--- src/rtl/fetch_queue_pkg.sv ---
// -----------------------------------------------------------------------------
// fetch_queue_pkg
//   Shared constants and helpers for the instruction fetch front end.
//   - INST_W / PC_W   : instruction and program-counter widths
//   - NOP_INST        : value presented on IF_Inst while nothing is buffered
//   - PC_INC          : fetch stride (one 32-bit word)
//   - DEPTH_DEF       : default FIFO depth / request credit
//   - cnt_width()     : width of a counter that must hold 0..depth inclusive
//   - ptr_width()     : width of a FIFO pointer for a power-of-2 depth
// -----------------------------------------------------------------------------
package fetch_queue_pkg;

  localparam int INST_W  = 32;
  localparam int PC_W    = 32;
  localparam int ENTRY_W = PC_W + INST_W;

  localparam logic [INST_W-1:0] NOP_INST = 32'h0000_0000;
  localparam logic [PC_W-1:0]   PC_INC   = 32'd4;

  localparam int DEPTH_DEF = 4;

  function automatic int ptr_width(input int depth);
    return (depth > 1) ? $clog2(depth) : 1;
  endfunction

  function automatic int cnt_width(input int depth);
    return ptr_width(depth) + 1;
  endfunction

endpackage

--- src/rtl/fetch_queue_fifo.sv ---
// -----------------------------------------------------------------------------
// fq_fifo
//   Synchronous FIFO of DEPTH entries, ENTRY_W bits each, with flush.
//   The head entry is held in a register (head_q) that is recomputed every
//   cycle, so head_o never has a combinational path from push/pop inputs.
//   head_o reads as all-zero whenever the FIFO is empty.
//
//   Ports:
//     clk_i        clock, rising edge
//     rst_ni       asynchronous active-low reset
//     flush_i      discard all entries (overrides push and pop)
//     push_i       write push_data_i (ignored when full and not popping)
//     push_data_i  entry to write
//     pop_i        remove the head entry (ignored when empty)
//     count_o      number of valid entries, 0..DEPTH
//     head_o       oldest entry, zero when empty
// -----------------------------------------------------------------------------
module fq_fifo
  import fetch_queue_pkg::*;
#(
  parameter int DEPTH = DEPTH_DEF
) (
  input  logic                    clk_i,
  input  logic                    rst_ni,
  input  logic                    flush_i,
  input  logic                    push_i,
  input  logic [ENTRY_W-1:0]      push_data_i,
  input  logic                    pop_i,
  output logic [$clog2(DEPTH):0]  count_o,
  output logic [ENTRY_W-1:0]      head_o
);

  localparam int PTR_W = ptr_width(DEPTH);
  localparam logic [PTR_W:0] FULL = (PTR_W+1)'(DEPTH);

  logic [ENTRY_W-1:0] mem_q [DEPTH];
  logic [PTR_W-1:0]   rd_ptr_q, rd_ptr_d;
  logic [PTR_W-1:0]   wr_ptr_q, wr_ptr_d;
  logic [PTR_W:0]     count_q, count_d;
  logic [ENTRY_W-1:0] head_q, head_d;
  logic               do_push, do_pop;

  // A full FIFO may still accept a push in the same cycle it pops.
  assign do_pop  = pop_i  && !flush_i && (count_q != '0);
  assign do_push = push_i && !flush_i && ((count_q != FULL) || do_pop);

  always_comb begin
    rd_ptr_d = rd_ptr_q;
    wr_ptr_d = wr_ptr_q;
    count_d  = count_q;
    head_d   = head_q;
    if (flush_i) begin
      rd_ptr_d = '0;
      wr_ptr_d = '0;
      count_d  = '0;
    end else begin
      if (do_pop)  rd_ptr_d = rd_ptr_q + 1'b1;
      if (do_push) wr_ptr_d = wr_ptr_q + 1'b1;
      count_d = count_q + {{PTR_W{1'b0}}, do_push} - {{PTR_W{1'b0}}, do_pop};
    end
    // The new head is the word being written exactly when it lands on the
    // new read pointer (queue was empty, or drained to empty this cycle).
    if (count_d == '0) begin
      head_d = '0;
    end else if (do_push && (wr_ptr_q == rd_ptr_d)) begin
      head_d = push_data_i;
    end else begin
      head_d = mem_q[rd_ptr_d];
    end
  end

  // Storage needs no reset: a slot is only read after it has been written.
  always_ff @(posedge clk_i) begin
    if (do_push) mem_q[wr_ptr_q] <= push_data_i;
  end

  always_ff @(posedge clk_i or negedge rst_ni) begin
    if (!rst_ni) begin
      rd_ptr_q <= '0;
      wr_ptr_q <= '0;
      count_q  <= '0;
      head_q   <= '0;
    end else begin
      rd_ptr_q <= rd_ptr_d;
      wr_ptr_q <= wr_ptr_d;
      count_q  <= count_d;
      head_q   <= head_d;
    end
  end

  assign count_o = count_q;
  assign head_o  = head_q;

endmodule

--- src/rtl/fetch_queue.sv ---
// -----------------------------------------------------------------------------
// fetch_queue
//   Instruction fetch front end feeding the IF/ID register. Owns the fetch PC,
//   issues in-order word fetches to instruction memory, buffers returned words
//   in fq_fifo and presents {PC+4, instruction} downstream. A Redirect flushes
//   the buffer, retargets fetch and marks every in-flight read as stale.
//
//   Handshakes:
//     Imem_Req/Imem_Gnt - a request transfers in a cycle where both are high.
//       Once raised, Req and Addr hold until granted; only Redirect may
//       withdraw a pending request. Imem_RValid returns one word per cycle in
//       request order with no back-pressure; the credit rule below guarantees
//       buffer space for every outstanding read.
//     IF_Valid/Stall    - the head entry is consumed in a cycle where
//       IF_Valid is high and Stall is low.
//
//   Ports:
//     Clk, Rst              clock; asynchronous active-low reset
//     Imem_Req, Imem_Addr   fetch request and word-aligned address
//     Imem_Gnt              memory accepts the request this cycle
//     Imem_RValid, RData    returned instruction word
//     Redirect, Redirect_PC branch/jump retarget from ID
//     Stall                 downstream cannot accept
//     IF_Valid, IF_PC, IF_Inst  head entry (PC+4 and instruction)
//
//   Optional build macro FETCH_QUEUE_STATS_EN adds saturating counters:
//     Stat_Discard   stale responses dropped
//     Stat_StallCyc  cycles with IF_Valid && Stall
//     Stat_Empty     cycles with !IF_Valid and no Redirect
// -----------------------------------------------------------------------------
module fetch_queue
  import fetch_queue_pkg::*;
#(
  parameter int          DEPTH    = DEPTH_DEF,
  parameter logic [31:0] RESET_PC = 32'h0000_0000
) (
  input  logic        Clk,
  input  logic        Rst,
  output logic        Imem_Req,
  output logic [31:0] Imem_Addr,
  input  logic        Imem_Gnt,
  input  logic        Imem_RValid,
  input  logic [31:0] Imem_RData,
  input  logic        Redirect,
  input  logic [31:0] Redirect_PC,
  input  logic        Stall,
  output logic        IF_Valid,
  output logic [31:0] IF_PC,
  output logic [31:0] IF_Inst
`ifdef FETCH_QUEUE_STATS_EN
  ,
  output logic [31:0] Stat_Discard,
  output logic [31:0] Stat_StallCyc,
  output logic [31:0] Stat_Empty
`endif
);

  localparam int              CNT_W  = cnt_width(DEPTH);
  localparam logic [CNT_W:0]  CREDIT = (CNT_W+1)'(DEPTH);

  logic [PC_W-1:0]    fpc_q, fpc_d;     // next address to request
  logic [PC_W-1:0]    rpc_q, rpc_d;     // address of the next accepted response
  logic [CNT_W-1:0]   out_q, out_d;     // reads granted but not yet returned
  logic [CNT_W-1:0]   disc_q, disc_d;   // returns still owed to a past redirect
  logic [CNT_W-1:0]   fifo_count;
  logic [ENTRY_W-1:0] fifo_head;
  logic [CNT_W:0]     inflight;
  logic [PC_W-1:0]    target_pc;
  logic               issue, rsp, drop, accept, pop;

  assign target_pc = Redirect_PC & ~32'h3;

  // Every granted read has a guaranteed FIFO slot, so overflow cannot occur.
  assign inflight  = {1'b0, out_q} + {1'b0, fifo_count};
  assign Imem_Req  = Rst && !Redirect && (inflight < CREDIT);
  assign Imem_Addr = fpc_q;

  assign issue  = Imem_Req && Imem_Gnt;
  assign rsp    = Imem_RValid && (out_q != '0);
  assign drop   = rsp && (disc_q != '0);
  assign accept = rsp && !drop && !Redirect;
  assign pop    = IF_Valid && !Stall && !Redirect;

  always_comb begin
    fpc_d  = fpc_q;
    rpc_d  = rpc_q;
    out_d  = out_q;
    disc_d = disc_q;
    if (Redirect) begin
      fpc_d  = target_pc;
      rpc_d  = target_pc;
      out_d  = out_q - {{(CNT_W-1){1'b0}}, rsp};
      // Everything still outstanding after this cycle belongs to the old path.
      disc_d = out_d;
    end else begin
      if (issue)  fpc_d = fpc_q + PC_INC;
      if (accept) rpc_d = rpc_q + PC_INC;
      out_d = out_q + {{(CNT_W-1){1'b0}}, issue} - {{(CNT_W-1){1'b0}}, rsp};
      if (drop) disc_d = disc_q - {{(CNT_W-1){1'b0}}, 1'b1};
    end
  end

  always_ff @(posedge Clk or negedge Rst) begin
    if (!Rst) begin
      fpc_q  <= RESET_PC;
      rpc_q  <= RESET_PC;
      out_q  <= '0;
      disc_q <= '0;
    end else begin
      fpc_q  <= fpc_d;
      rpc_q  <= rpc_d;
      out_q  <= out_d;
      disc_q <= disc_d;
    end
  end

  fq_fifo #(
    .DEPTH (DEPTH)
  ) u_fifo (
    .clk_i       (Clk),
    .rst_ni      (Rst),
    .flush_i     (Redirect),
    .push_i      (accept),
    .push_data_i ({rpc_q + PC_INC, Imem_RData}),
    .pop_i       (pop),
    .count_o     (fifo_count),
    .head_o      (fifo_head)
  );

  assign IF_Valid = (fifo_count != '0);
  assign IF_PC    = fifo_head[ENTRY_W-1:INST_W];
  assign IF_Inst  = IF_Valid ? fifo_head[INST_W-1:0] : NOP_INST;

`ifdef FETCH_QUEUE_STATS_EN
  logic [31:0] stat_discard_q, stat_stall_q, stat_empty_q;
  logic        stale_drop;

  // A response arriving with a redirect is dropped as well as a counted stale one.
  assign stale_drop = rsp && ((disc_q != '0) || Redirect);

  always_ff @(posedge Clk or negedge Rst) begin
    if (!Rst) begin
      stat_discard_q <= '0;
      stat_stall_q   <= '0;
      stat_empty_q   <= '0;
    end else begin
      if (stale_drop && (stat_discard_q != '1))
        stat_discard_q <= stat_discard_q + 32'd1;
      if (IF_Valid && Stall && (stat_stall_q != '1))
        stat_stall_q <= stat_stall_q + 32'd1;
      if (!IF_Valid && !Redirect && (stat_empty_q != '1))
        stat_empty_q <= stat_empty_q + 32'd1;
    end
  end

  assign Stat_Discard  = stat_discard_q;
  assign Stat_StallCyc = stat_stall_q;
  assign Stat_Empty    = stat_empty_q;
`endif

endmodule

--- config.mk ---
export PLATFORM = sky130hd
export DESIGN_NAME = fetch_queue
export DESIGN_NICKNAME = d
export VERILOG_FILES = /design/src/rtl/fetch_queue_pkg.sv /design/src/rtl/fetch_queue_fifo.sv /design/src/rtl/fetch_queue.sv
export SDC_FILE = /design/constraint.sdc
export NUM_CORES = 1
export LEC_CHECK = 0
export CAP_MARGIN = 40
export CORE_ASPECT_RATIO = 1.1
export CORE_MARGIN = 8
export CORE_UTILIZATION = 35
export CTS_BUF_LIST = sky130_fd_sc_hd__clkbuf_4
export CTS_CLUSTER_DIAMETER = 120
export DETAILED_ROUTE_END_ITERATION = 10
export GPL_TIMING_DRIVEN = 0
export PLACE_DENSITY_LB_ADDON = 0.1
export SYNTH_ARGS = -nofsm -noshare
export SYNTH_HDL_FRONTEND = slang
export SYNTH_HIERARCHICAL = 1
export SYNTH_SLANG_ARGS = --single-unit
--- constraint.sdc ---
create_clock -name Clk -period 6.13 [get_ports Clk]
set_input_delay 1.5325 -clock Clk [delete_from_list [all_inputs] [get_ports Clk]]
set_output_delay 1.5325 -clock Clk [all_outputs]
set_load 0.02 [all_outputs]
Yosys cells after proc, flatten, opt, wreduce, memory -nomap -nowiden
Memory sizes are Yosys's and may differ from the RTL's.
Index checks and enable logic that the tools add are counted.
Word-level totals
  flip-flop bits (word level): 141
  memory bits (writable): 256
  input port bits: 70
  memories kept: 1
Memories
  u_fifo.mem_q: words 4, width 64, read ports 1, clocked after memory_dff 0, write ports 1, RTL line fetch_queue_fifo.sv:36  | logic [ENTRY_W-1:0] mem_q [DEPTH];
Operators by class
  add/subtract/negate cells: 11
  order comparisons: 1
  eq/ne operators: 2
  multiplexer cells: 17
  reduce and logical (&&, ||, !) cells: 26
Operators with widths (number)
  32-bit 2-to-1 mux: 5
  64-bit 2-to-1 mux: 2
  32-bit by 3-bit adder with 32-bit output (second input constant): 2
  1-bit logical AND: 14
  3-bit 2-to-1 mux: 4
  3-bit nonzero test: 3
  3-bit by 1-bit subtractor with 3-bit output: 3
  2-bit 2-to-1 mux: 4
  2-bit nonzero test: 4
  3-bit by 1-bit adder with 3-bit output: 2
  2-bit by 1-bit adder with 2-bit output (second input constant): 2
  3-bit by 3-bit adder with 4-bit output: 1
  4-bit by 3-bit less-than comparator with 1-bit output (second input constant): 1
  1-bit zero test: 3
  3-bit zero test: 1
  3-bit != test (second input constant): 1
  3-bit by 1-bit subtractor with 3-bit output (second input constant): 1
  2-bit == test: 1
  1-bit 2-to-1 mux: 2
  1-bit logical OR: 1

Depth between registers and ports, before layout
Gate-level depths: netlist of the first run.
  depth after elaboration: 13
  gate-level depth with buffers: 20
  depth with buffers taken out: 17

Modules after synthesis
Netlist of the first run, hierarchy kept.
Modules (own cells, without submodules)
  fq_fifo: instances 1, cells an instance 748, area an instance 12679.7 um^2, sequential area each 9464.1 um^2
  fetch_queue: instances 1, cells an instance 544, area an instance 4659.5 um^2, sequential area each 1651.6 um^2

Worst setup path after synthesis of the first run
No wires, ideal clock.
  path kind: in2reg
  from: input port Redirect
  to: register u_fifo.head_q[37], in the netlist u_fifo/head_o[37]
  library setup time: 0.122 ns
  arrival time: 5.249 ns
  slack: 0.760 ns
  stages on the path: 19
  path buffers: 5
  path through: clkbuf_1 buf_1 clkbuf_1 nor3_1 or4b_1 and3_4 inv_1 ha_1 inv_1 ha_1 inv_1 fa_1 xor2_1 xnor2_1 a31o_1 and2b_1 buf_4 buf_4 a32o_1
On the way
  longest elaborated chain between the ends: 11
  elaborated cells between the ends (all ways): 19
RTL lines
  from (decl): RTL line fetch_queue.sv:44  | input logic Redirect,
  1-bit zero test *: RTL line fetch_queue.sv:82  | assign pop = IF_Valid && !Stall && !Redirect;
  1-bit logical AND *: RTL line fetch_queue.sv:82
  via pop: RTL line fetch_queue.sv:69  | logic issue, rsp, drop, accept, pop;
  1-bit logical AND * (2 in a row): RTL line fetch_queue_fifo.sv:44  | assign do_pop = pop_i && !flush_i && (count_q != '0);
  1-bit logical OR: RTL line fetch_queue_fifo.sv:45  | assign do_push = push_i && !flush_i && ((count_q != FULL) || do_pop);
  1-bit logical AND: RTL line fetch_queue_fifo.sv:45
  3-bit by 1-bit adder with 3-bit output: RTL line fetch_queue_fifo.sv:59  | count_d = count_q + {{PTR_W{1'b0}}, do_push} - {{PTR_W{1'b0}}, do_pop};
  3-bit by 1-bit subtractor with 3-bit output: RTL line fetch_queue_fifo.sv:59
  3-bit 2-to-1 mux: RTL line fetch_queue_fifo.sv:52  | if (flush_i) begin
  3-bit zero test: RTL line fetch_queue_fifo.sv:63  | if (count_d == '0) begin
  64-bit 2-to-1 mux *: RTL line fetch_queue_fifo.sv:63
  via u_fifo.head_d[37]: RTL line fetch_queue_fifo.sv:40  | logic [ENTRY_W-1:0] head_q, head_d;
  to (signal assigned): RTL line fetch_queue_fifo.sv:82  | head_q <= '0;
  to (signal assigned): RTL line fetch_queue_fifo.sv:87  | head_q <= head_d;
  to (decl): RTL line fetch_queue_fifo.sv:40
The timed path passes the listed nets; every way through them passes the cells marked *.
A chain may end at the register's enable or synchronous reset.

Worst setup path after layout of the first run
  from: input port Redirect
  to: register u_fifo.head_q[44], in the netlist u_fifo/head_o[44]
The elaborated chain is that of the path after synthesis.

==> results of run 1 <==
==> per-layer routing <==
metal	global-route usage	share of wire	vias to the layer above
met5	0	0	-
met3	0.0406	0.053	81
met2	0.281	0.50	325
met1	0.197	0.43	5760
met4	0.0631	0.022	0
li1	-	-	5509
==> power groups by stage <==
| stage | combinational [mW] | sequential (mW) | clock, mW |
|---|---|---|---|
| CTS | 0.675 | 3.05 | 2.54 |
| detailed placement | 0.669 | 3.10 | 0 |
| floorplan | 0.341 | 3.12 | 0 |
| global route | 0.740 | 3.07 | 2.67 |
| global placement | 0.649 | 3.11 | 0 |
| finish | 0.660 | 3.05 | 2.44 |
==> flip-flops by register name, indices dropped and copies added, names as in the netlist <==
name             flops
disc_q               3
u_fifo/mem_q       256
rpc_q               30
u_fifo/count_o       3
u_fifo/rd_ptr_q      2
out_q                3
u_fifo/wr_ptr_q      2
u_fifo/head_o       64
Imem_Addr           30
==> cell families (layout without fill, tap and decap cells) <==
| logic type | Yosys count | in the layout |
|---|---|---|
| buffers and inverters | 119 | 492 |
| multiplexers | 72 | 72 |
| flip-flops | 393 | 393 |
| adder cells (fa/ha/maj) | 18 | 18 |
| AND/OR/NAND/NOR | 334 | 334 |
| XOR/XNOR | 74 | 74 |
| other | 1 | 13 |
| AO/OA/AOI/OAI | 281 | 281 |
==> synthesized netlist by cell type, types with 9 or more instances <==
| cell type | number | area share |
|---|---|---|
| a211o_1 | 64 | 0.032 |
| a21boi_0 | 68 | 0.029 |
| a32o_1 | 64 | 0.037 |
| and2_1 | 16 | 0.0058 |
| and3_1 | 14 | 0.0051 |
| buf_2 | 11 | 0.0032 |
| buf_4 | 10 | 0.0043 |
| buf_6 | 9 | 0.0058 |
| clkbuf_1 | 60 | 0.013 |
| dfrtp_1 | 137 | 0.20 |
| edfxtp_1 | 256 | 0.44 |
| ha_1 | 16 | 0.012 |
| inv_1 | 24 | 0.0052 |
| mux2i_1 | 67 | 0.039 |
| nand2_1 | 122 | 0.026 |
| nand3_1 | 29 | 0.0084 |
| nand4_1 | 21 | 0.0076 |
| nor2_1 | 33 | 0.0071 |
| nor2b_1 | 34 | 0.012 |
| nor3_1 | 24 | 0.0069 |
| nor4_2 | 10 | 0.0072 |
| o211ai_1 | 10 | 0.0043 |
| o21ai_0 | 32 | 0.0092 |
| o21ai_1 | 14 | 0.0040 |
| xnor2_1 | 44 | 0.022 |
| xor2_1 | 29 | 0.015 |
==> final timing paths <==
path                                        startpoint                           end
max                                           Redirect   u_fifo/head_o[44]$_DFF_PN0_
min                          Imem_Addr[18]$_DFFE_PN0N_     Imem_Addr[18]$_DFFE_PN0N_
max reg2reg                u_fifo/count_o[1]$_DFF_PN0_   u_fifo/head_o[44]$_DFF_PN0_
min reg2reg                  Imem_Addr[18]$_DFFE_PN0N_     Imem_Addr[18]$_DFFE_PN0N_
max in group asynchronous                          Rst  u_fifo/rd_ptr_q[0]$_DFF_PN0_
min in group asynchronous                          Rst          rpc_q[8]$_DFFE_PN0N_
==> metrics by stage <==
step | instances | TNS, ps | total power, mW | hold WS [ps] | utilization
after floorplan | 1303 | 0 | 3.46 | 505 | -
after global placement | 2118 | -975500 | 3.76 | 539 | 0.405
after detailed placement | 2128 | -100390 | 3.77 | 539 | 0.409
after CTS | 2328 | 0 | 6.27 | 491 | 0.440
after global routing | 2329 | 0 | 6.47 | 555 | 0.440
final | 2329 | 0 | 6.15 | 551 | 0.440
==> critical path, cell delays in order <==
cell             delay, ps
clkdlybuf4s50_1        610
clkbuf_2               320
buf_2                  320
clkbuf_2               370
nor3_1                 190
or4b_1                 570
and3_4                 240
inv_1                   60
ha_1                   210
inv_1                   60
ha_1                   130
inv_1                   40
fa_1                   360
xor2_1                 160
xnor2_1                160
a31o_1                 270
nor2_4                 320
clkbuf_2               350
a32o_1                 250
==> layout make-up <==
cell class | instances | area share
flip-flops and latches | 393 | 0.517
multi-input cells | 791 | 0.266
repair buffers | 173 | 0.0849
clock buffers | 155 | 0.0541
well taps | 652 | 0.0379
plain buffers | 93 | 0.0222
clock inverters | 45 | 0.0138
inverters | 26 | 0.00454
diodes | 1 | 0.000116
==> results.json, run 1 <==
{
  "status": "finished clean",
  "placedInstanceArea_um2": 20000,
  "insertion_delay_ps": 810,
  "cts_resized": 8,
  "tightest_slew_ps": 843,
  "syn2layout_area_growth_pct": 24.1,
  "vias": 11700,
  "final_layout_size_suffix_gt1_frac": 0.152,
  "muxShareOfSynthArea": 0.0419,
  "ys_seq_area_frac": 0.641,
  "peakVddDrop_v": 0.000112,
  "synth-main-ff-cell": "edfxtp_1",
  "synth_fa_ha_area_frac": 0.0139,
  "clock.fmax_ghz": 0.171,
  "startpoint_type": "input pin",
  "switching_share": 0.257,
  "power_leakage_nw": 7.86,
  "synth.distinct_cells": 60,
  "grt_pass1_vias": 12500,
  "criticalPathCategory": "in -> reg",
  "fin_ws_ps": 270,
  "yosys_warnings": 6,
  "cts_hold_buf": 0,
  "final_nets": 1672,
  "finalSetupViolCount": 0,
  "drv_slew": 0,
  "netlist_area_um2": 17300,
  "hp-class": "reg -> reg",
  "clockBufferDepth": 3,
  "seqPwrFrac": 0.496,
  "p_per_area_nw_per_um2": 286,
  "critPathArrivalTime_ps": 6540,
  "die_h_um": 249,
  "async_flop_share": 0.349,
  "layout_common_cells": "edfxtp_1, clkdlybuf4s50_1, clkbuf_4, dfrtp_1, nand2_1",
  "port_buffers": 163,
  "final_hold_viol_count": 0,
  "avgSynthCellArea_um2": 13.4,
  "cts_tree": "done",
  "finalCritPeriodShare": 0.956,
  "cp.required_ps": 6810,
  "io_pins": 168,
  "synth-simple-area-share": 0.102,
  "drtIter0Drc": 669,
  "p_clk_frac": 0.396,
  "synthXorXnorAreaFrac": 0.0382,
  "viasPerCell": 5.01,
  "crit_path_end_kind": "flop",
  "num-fill-cells": 4662,
  "rsz0062_at_grt": "no",
  "wl_um": 47200,
  "grt_pass1_wl_um": 73200,
  "start_util": 0.354,
  "drtPass1Iterations": 5,
  "power_frac_comb": 0.107,
  "multi_input_area_um2": 5710,
  "hold_depth": 1,
  "grt.total_usage": 0.164,
  "p_int_mw": 4.57,
  "clkSlewWorstSetupHoldPaths_ps": 60,
  "power.switching_mw": 1.58,
  "chipWidth_um": 228,
  "core_area_um2": 48900,
  "r2r_cells": 17,
  "maxCapViolCount": 0,
  "path_max_fanout": 10,
  "drc": 0,
  "grt_start_max_net_pins": 103,
  "place.gp.congestion": 0.831,
  "pre_cts_ws_ps": -1750,
  "synth_compound_area_frac": 0.130,
  "antenna_found_initial": 1,
  "fp.dieArea_um2": 56900,
  "post_drt_wl_per_cell_um": 20.3,
  "synth-seq-cells": 393,
  "layout_commonest_cell": "edfxtp_1",
  "row_count": 85,
  "cts.sinks": 393,
  "post_cts.repair.setup_buffers": 0,
  "clock_skew_ps": 55.6,
  "hpwl_um": 31200,
  "synth_edf_count": 256,
  "ant_nets": 0,
  "regArea_um2": 11100,
  "slew-limit-headroom": 0.438,
  "synth_top_family_by_area": "compound AO/OA/AOI/OAI gates",
  "cts_max_level": 3,
  "ff2ff_setup_slack_ps": 1020,
  "grt-ovfl-total": 0,
  "period_minus_slack_ps": 5860,
  "cts_buffers": 106,
  "syn_inst": 1292,
  "finalInstanceArea_um2": 21500,
  "cts-root-buf": "clkbuf_4"
}
Power figures use the tool's default switching activity.
==> run 2, diff against run 1 <==
- CORE_MARGIN: 8 -> not set
- CORE_UTILIZATION: 35 -> 44
- CTS_CLUSTER_SIZE: not set -> 20
==> run 2 against run 1 <==
Compared with the run above:
- largest power group unchanged
- flip-flop and latch count unchanged
- maximum frequency is 0.33% lower
- setup slack worse by 20 ps
- total power decreased by 23%
- worst hold slack improved by 6.7 ps
- clock power shrank 56%
- combinational power decreased by 2%
- via count fell by 5.7%
- clock skew is 18 ps lower
- utilization rose by 8.4 points
==> results.json, run 2 (synthesis gave the netlist of run 1 again) <==
{
  "crit_path_cell_trace": "clkdlybuf4s50_1 -> clkbuf_2 -> buf_2 -> clkbuf_2 -> nor3_1 -> or4b_1 -> and3_4 -> inv_1 -> ha_1 -> inv_1 -> ha_1 -> inv_1 -> fa_1 -> xor2_1 -> xnor2_1 -> a31o_1 -> and2b_1 -> buf_4 -> buf_4 -> a32o_1",
  "wl_um": 41500,
  "num-fill-cells": 3353,
  "grt_use_met3": 0.0266,
  "p_per_area_nw_per_um2": 237,
  "pre_cts_ws_ps": -1740,
  "viasPerCell": 5.46,
  "grt.total_usage": 0.209,
  "layout_common_cells": "edfxtp_1, clkdlybuf4s50_1, dfrtp_1, nand2_1, a21boi_0",
  "io_pins": 168,
  "cts-root-buf": "clkbuf_4",
  "path_max_fanout": 10,
  "top_register": "u_fifo/mem_q",
  "cp_num_buf_inv": 9,
  "finalCritPeriodShare": 0.959,
  "startpoint_type": "input pin",
  "place.gp.congestion": 0.880,
  "drtPass1Iterations": 5,
  "post_cts.repair.setup_buffers": 0,
  "r2r_start": "u_fifo/count_o[1]$_DFF_PN0_",
  "cts_buffers": 23,
  "slew-limit-headroom": 0.422,
  "hp-start": "Imem_Addr[18]$_DFFE_PN0N_",
  "fin_util": 0.523,
  "cp.required_ps": 6760,
  "cts_max_level": 1,
  "clkSlewWorstSetupHoldPaths_ps": 220,
  "drtIter0Drc": 606,
  "crit_path_end_kind": "flop",
  "grt_pass1_wl_um": 64600,
  "final_hold_viol_count": 0,
  "post_drt_wl_per_cell_um": 20.6,
  "syn2layout_area_growth_pct": 16.2,
  "final_layout_size_suffix_gt1_frac": 0.0792,
  "drv_slew": 0,
  "hpwl_um": 27700,
  "fin_ws_ps": 251,
  "hold_end": "Imem_Addr[18]$_DFFE_PN0N_",
  "clock.fmax_ghz": 0.170,
  "layout_commonest_cell": "edfxtp_1",
  "maxCapViolCount": 0,
  "grt_util_met2": 0.360,
  "grt-ovfl-total": 0,
  "fp.dieArea_um2": 40200,
  "grt.busiest_layer": "met2",
  "tightest_slew_ps": 867,
  "vias": 11000,
  "row_count": 75,
  "cts.sinks": 393,
  "met1_usage": 0.280,
  "criticalPathCategory": "in -> reg",
  "drc": 0,
  "reg2reg_to": "u_fifo/head_o[38]$_DFF_PN0_",
  "ant_nets": 0,
  "finalSetupViolCount": 0,
  "status": "finished clean",
  "cts_hold_buf": 0,
  "core_area_um2": 38500,
  "final_nets": 1587,
  "hp-class": "reg -> reg",
  "die_h_um": 210,
  "critPathLaunch": "Redirect",
  "ff2ff_setup_slack_ps": 1140,
  "crit_path_top_delay_cell": "clkdlybuf4s50_1",
  "largest_register_ffs": 256,
  "period_minus_slack_ps": 5880,
  "antenna_found_initial": 1,
  "hold_depth": 1,
  "hold_slack_ps": 557,
  "path_delay_family": "buffers and inverters",
  "critPathMaxStageDelay_ps": 620,
  "cts_tree": "done",
  "grt_pass1_vias": 11100,
  "peakVddDrop_v": 0.0000975,
  "fin_tns_setup_ps": 0,
  "insertion_delay_ps": 760,
  "grt_start_max_net_pins": 82,
  "critPathArrivalTime_ps": 6510,
  "rsz0062_at_grt": "no",
  "chipWidth_um": 191,
  "crit_top_cell": "inv_1",
  "r2r_cells": 18,
  "port_buffers": 163,
  "clock_skew_ps": 37.8,
  "clockBufferDepth": 3,
  "power_leakage_nw": 7.18,
  "start_util": 0.451
}
[run 2: cell count changes in the layout (fill, tap and decap cells not counted)]
| cell | previous run | this run |
|---|---|---|
| clkbuf_4 | 155 | 40 |
| clkinv_1 | 27 | 0 |
| clkinv_2 | 10 | 0 |
| bufinv_16 | 4 | 0 |
| clkinvlp_4 | 3 | 0 |
| buf_2 | 12 | 13 |
| buf_4 | 11 | 10 |
| buf_6 | 13 | 12 |
| buf_8 | 1 | 0 |
| inv_2 | 3 | 2 |
| inv_6 | 0 | 1 |
[run 2: area by class of cell]
cell class / count / area [um^2] / share of cell area
flip-flops and latches: 393 / 11100 / 0.552
well taps: 500 / 626 / 0.0311
repair buffers: 171 / 1800 / 0.0893
diodes: 1 / 2.50 / 0.000124
clock buffers: 40 / 300 / 0.0149
clock inverters: 1 / 8.76 / 0.000435
multi-input cells: 791 / 5710 / 0.284
inverters: 26 / 97.6 / 0.00485
plain buffers: 93 / 478 / 0.0237
[run 2: metrics by stage]
step                      area (um^2)  total power [mW]  instances
final                           20100              4.76       2016
after global routing            20100              4.98       2016
after CTS                       20100              4.81       2015
after detailed placement        19800              3.75       1974
after global placement          19600              3.74       1966
after floorplan                 17400              3.46       1303
[run 2: where the power goes]
part           leakage [nW]  total [mW]  switching [mW]  internal [mW]
sequential             4.08        3.05          0.0945           2.95
combinational          2.90       0.647           0.376          0.271
clock                 0.189        1.07           0.775          0.293
[run 2: routing by layer]
layer	up-vias	routed length (um)
met3	58	1940
met2	276	20600
li1	5239	-
met4	0	879
met1	5439	18100
met5	-	0
[run 2: worst max path at each step]
stage / to / slack [ps] / cells after the start
after CTS: u_fifo/head_o[51]$_DFF_PN0_ / 20 / 19
after global placement: out_q[2]$_DFF_PN0_ / -4190 / 13
final: u_fifo/head_o[38]$_DFF_PN0_ / 250 / 20
after detailed placement: u_fifo/head_o[42]$_DFF_PN0_ / -1740 / 19
after floorplan: u_fifo/head_o[37]$_DFF_PN0_ / 760 / 19
after global routing: u_fifo/head_o[51]$_DFF_PN0_ / 50 / 20
[run 2: timing repair]
item                                    in CTS  in global routing
resized for setup                            8                  1
pin swaps                                    0                  0
endpoints found under the setup margin      64                 58
cloned                                       0                  0
==> run 3, diff against run 2 <==
- SKIP_CTS_REPAIR_TIMING: not set -> 1
==> run 3 against run 2 <==
Compared with the run above:
- sequential share of layout area did not move
- global-route usage unchanged
- clock power hardly changed
- critical path depth did not move
- first-iteration DRC count is the same
- wire length hardly changed
- maximum frequency decreased by 0.36%
- highest routed layer unchanged
==> results.json, run 3 (synthesis gave the netlist of run 1 again) <==
{
  "status": "finished clean",
  "cts-root-buf": "clkbuf_4",
  "io_pins": 168,
  "top_layer": "met4",
  "start_util": 0.451,
  "startpoint_type": "input pin",
  "post_drt_wl_per_cell_um": 20.6,
  "rsz0062_at_grt": "no",
  "power_leakage_nw": 7.18,
  "layout_common_cells": "edfxtp_1, clkdlybuf4s50_1, dfrtp_1, nand2_1, a21boi_0",
  "maxCapViolCount": 0,
  "grt.total_usage": 0.209,
  "met1_length_um": 18100,
  "stdcell_count": 2016,
  "final_hold_viol_count": 0,
  "antenna_found_initial": 1,
  "drv_slew": 0,
  "hpwl_um": 27700,
  "row_count": 75,
  "grt_pass1_wl_um": 64600,
  "wl_um": 41600,
  "wl_met3_um": 1940,
  "clockBufferDepth": 3,
  "slew-limit-headroom": 0.422,
  "finalCritPeriodShare": 0.963,
  "cts_tree": "done",
  "met2_length_um": 20600,
  "p_per_area_nw_per_um2": 237,
  "crit_path_end_kind": "flop",
  "viasPerCell": 5.46,
  "period_minus_slack_ps": 5900,
  "clock.fmax_ghz": 0.169,
  "vias": 11000,
  "cp.required_ps": 6760,
  "cts_buffers": 23,
  "clkSlewWorstSetupHoldPaths_ps": 220,
  "drtIter0Drc": 606,
  "ant_nets": 0,
  "tightest_slew_ps": 867,
  "top_register": "u_fifo/mem_q",
  "finalSetupViolCount": 0,
  "drc": 0,
  "grt_pass1_vias": 11100,
  "largest_register_ffs": 256,
  "critPathArrivalTime_ps": 6530,
  "drtPass1Iterations": 5,
  "grt_start_max_net_pins": 82,
  "finalInstanceArea_um2": 20100,
  "criticalPathCategory": "in -> reg",
  "layout_commonest_cell": "edfxtp_1",
  "peakVddDrop_v": 0.0000975,
  "hold_slack_ps": 558,
  "fp.dieArea_um2": 40200,
  "placedInstanceArea_um2": 19800,
  "insertion_delay_ps": 760,
  "final_nets": 1587,
  "place.gp.congestion": 0.880,
  "final_layout_size_suffix_gt1_frac": 0.0792,
  "die_h_um": 210,
  "chipWidth_um": 191,
  "numPlacedInstances": 1974,
  "path_max_fanout": 10,
  "core_area_um2": 38500,
  "clock_skew_ps": 38.1,
  "cts_max_level": 1,
  "port_buffers": 163,
  "cts.sinks": 393,
  "hp-class": "reg -> reg",
  "syn2layout_area_growth_pct": 16.2,
  "grt-ovfl-total": 0,
  "num-fill-cells": 3353
}
## run 3: changes by cell type in the layout (fill, tap and decap cells not counted)
cell,before,now
buf_2,13,12
clkbuf_2,7,8
## run 3: per-layer routing
layer  vias to the layer above  track usage
met5                         -            0
met4                         0       0.0528
met3                        58       0.0266
met2                       275        0.360
met1                      5440        0.280
li1                       5238            -
## run 3: final cells by class
| class | instances | area (um^2) | area share |
|---|---|---|---|
| Inverter | 26 | 97.6 | 0.00485 |
| Clock buffer | 40 | 300 | 0.0149 |
| Multi-Input combinational cell | 791 | 5710 | 0.284 |
| Sequential cell | 393 | 11100 | 0.552 |
| Tap cell | 500 | 626 | 0.0311 |
| Buffer | 93 | 478 | 0.0237 |
| Timing Repair Buffer | 171 | 1800 | 0.0893 |
| Antenna cell | 1 | 2.50 | 0.000124 |
| Clock inverter | 1 | 8.76 | 0.000435 |
## run 3: metrics by stage
stage	setup WS, ps	TNS (ps)	power (mW)	util
3_5_place_dp	-1740	-101520	3.75	0.515
3_3_place_gp	-4190	-928900	3.74	0.510
2_1_floorplan	760	0	3.46	-
5_1_grt	28.0	0	4.98	0.523
4_1_cts	-927	-48940	4.81	0.523
6_report	229	0	4.76	0.523
## run 3: worst max-delay path, cell delays in order
cell	delay (ps)
clkdlybuf4s50_1	620
clkbuf_2	330
clkbuf_2	350
clkbuf_2	370
nor3_1	190
or4b_1	560
and3_4	240
inv_1	60
ha_1	210
inv_1	50
ha_1	120
inv_1	40
fa_1	370
xor2_1	160
xnor2_1	200
a31o_1	240
and2b_1	190
buf_4	180
buf_4	200
a32o_1	270
## run 3: path summary, 6_finish.rpt
| kind | start | to | slack (ps) | cells past startpoint |
|---|---|---|---|---|
| max | Redirect | u_fifo/head_o[38]$_DFF_PN0_ | 230 | 20 |
| min | Imem_Addr[18]$_DFFE_PN0N_ | Imem_Addr[18]$_DFFE_PN0N_ | 560 | 1 |
| max reg2reg | u_fifo/count_o[1]$_DFF_PN0_ | u_fifo/head_o[38]$_DFF_PN0_ | 1140 | 18 |
| min reg2reg | Imem_Addr[18]$_DFFE_PN0N_ | Imem_Addr[18]$_DFFE_PN0N_ | 560 | 1 |
| max in group asynchronous | Rst | u_fifo/rd_ptr_q[0]$_DFF_PN0_ | 4560 | 2 |
| min in group asynchronous | Rst | Imem_Addr[22]$_DFFE_PN0N_ | 710 | 1 |
## run 3: report_power, final
group | internal [mW] | switching [mW] | leakage, nW
combinational | 0.271 | 0.376 | 2.90
clock | 0.293 | 0.775 | 0.189
sequential | 2.95 | 0.0947 | 4.08
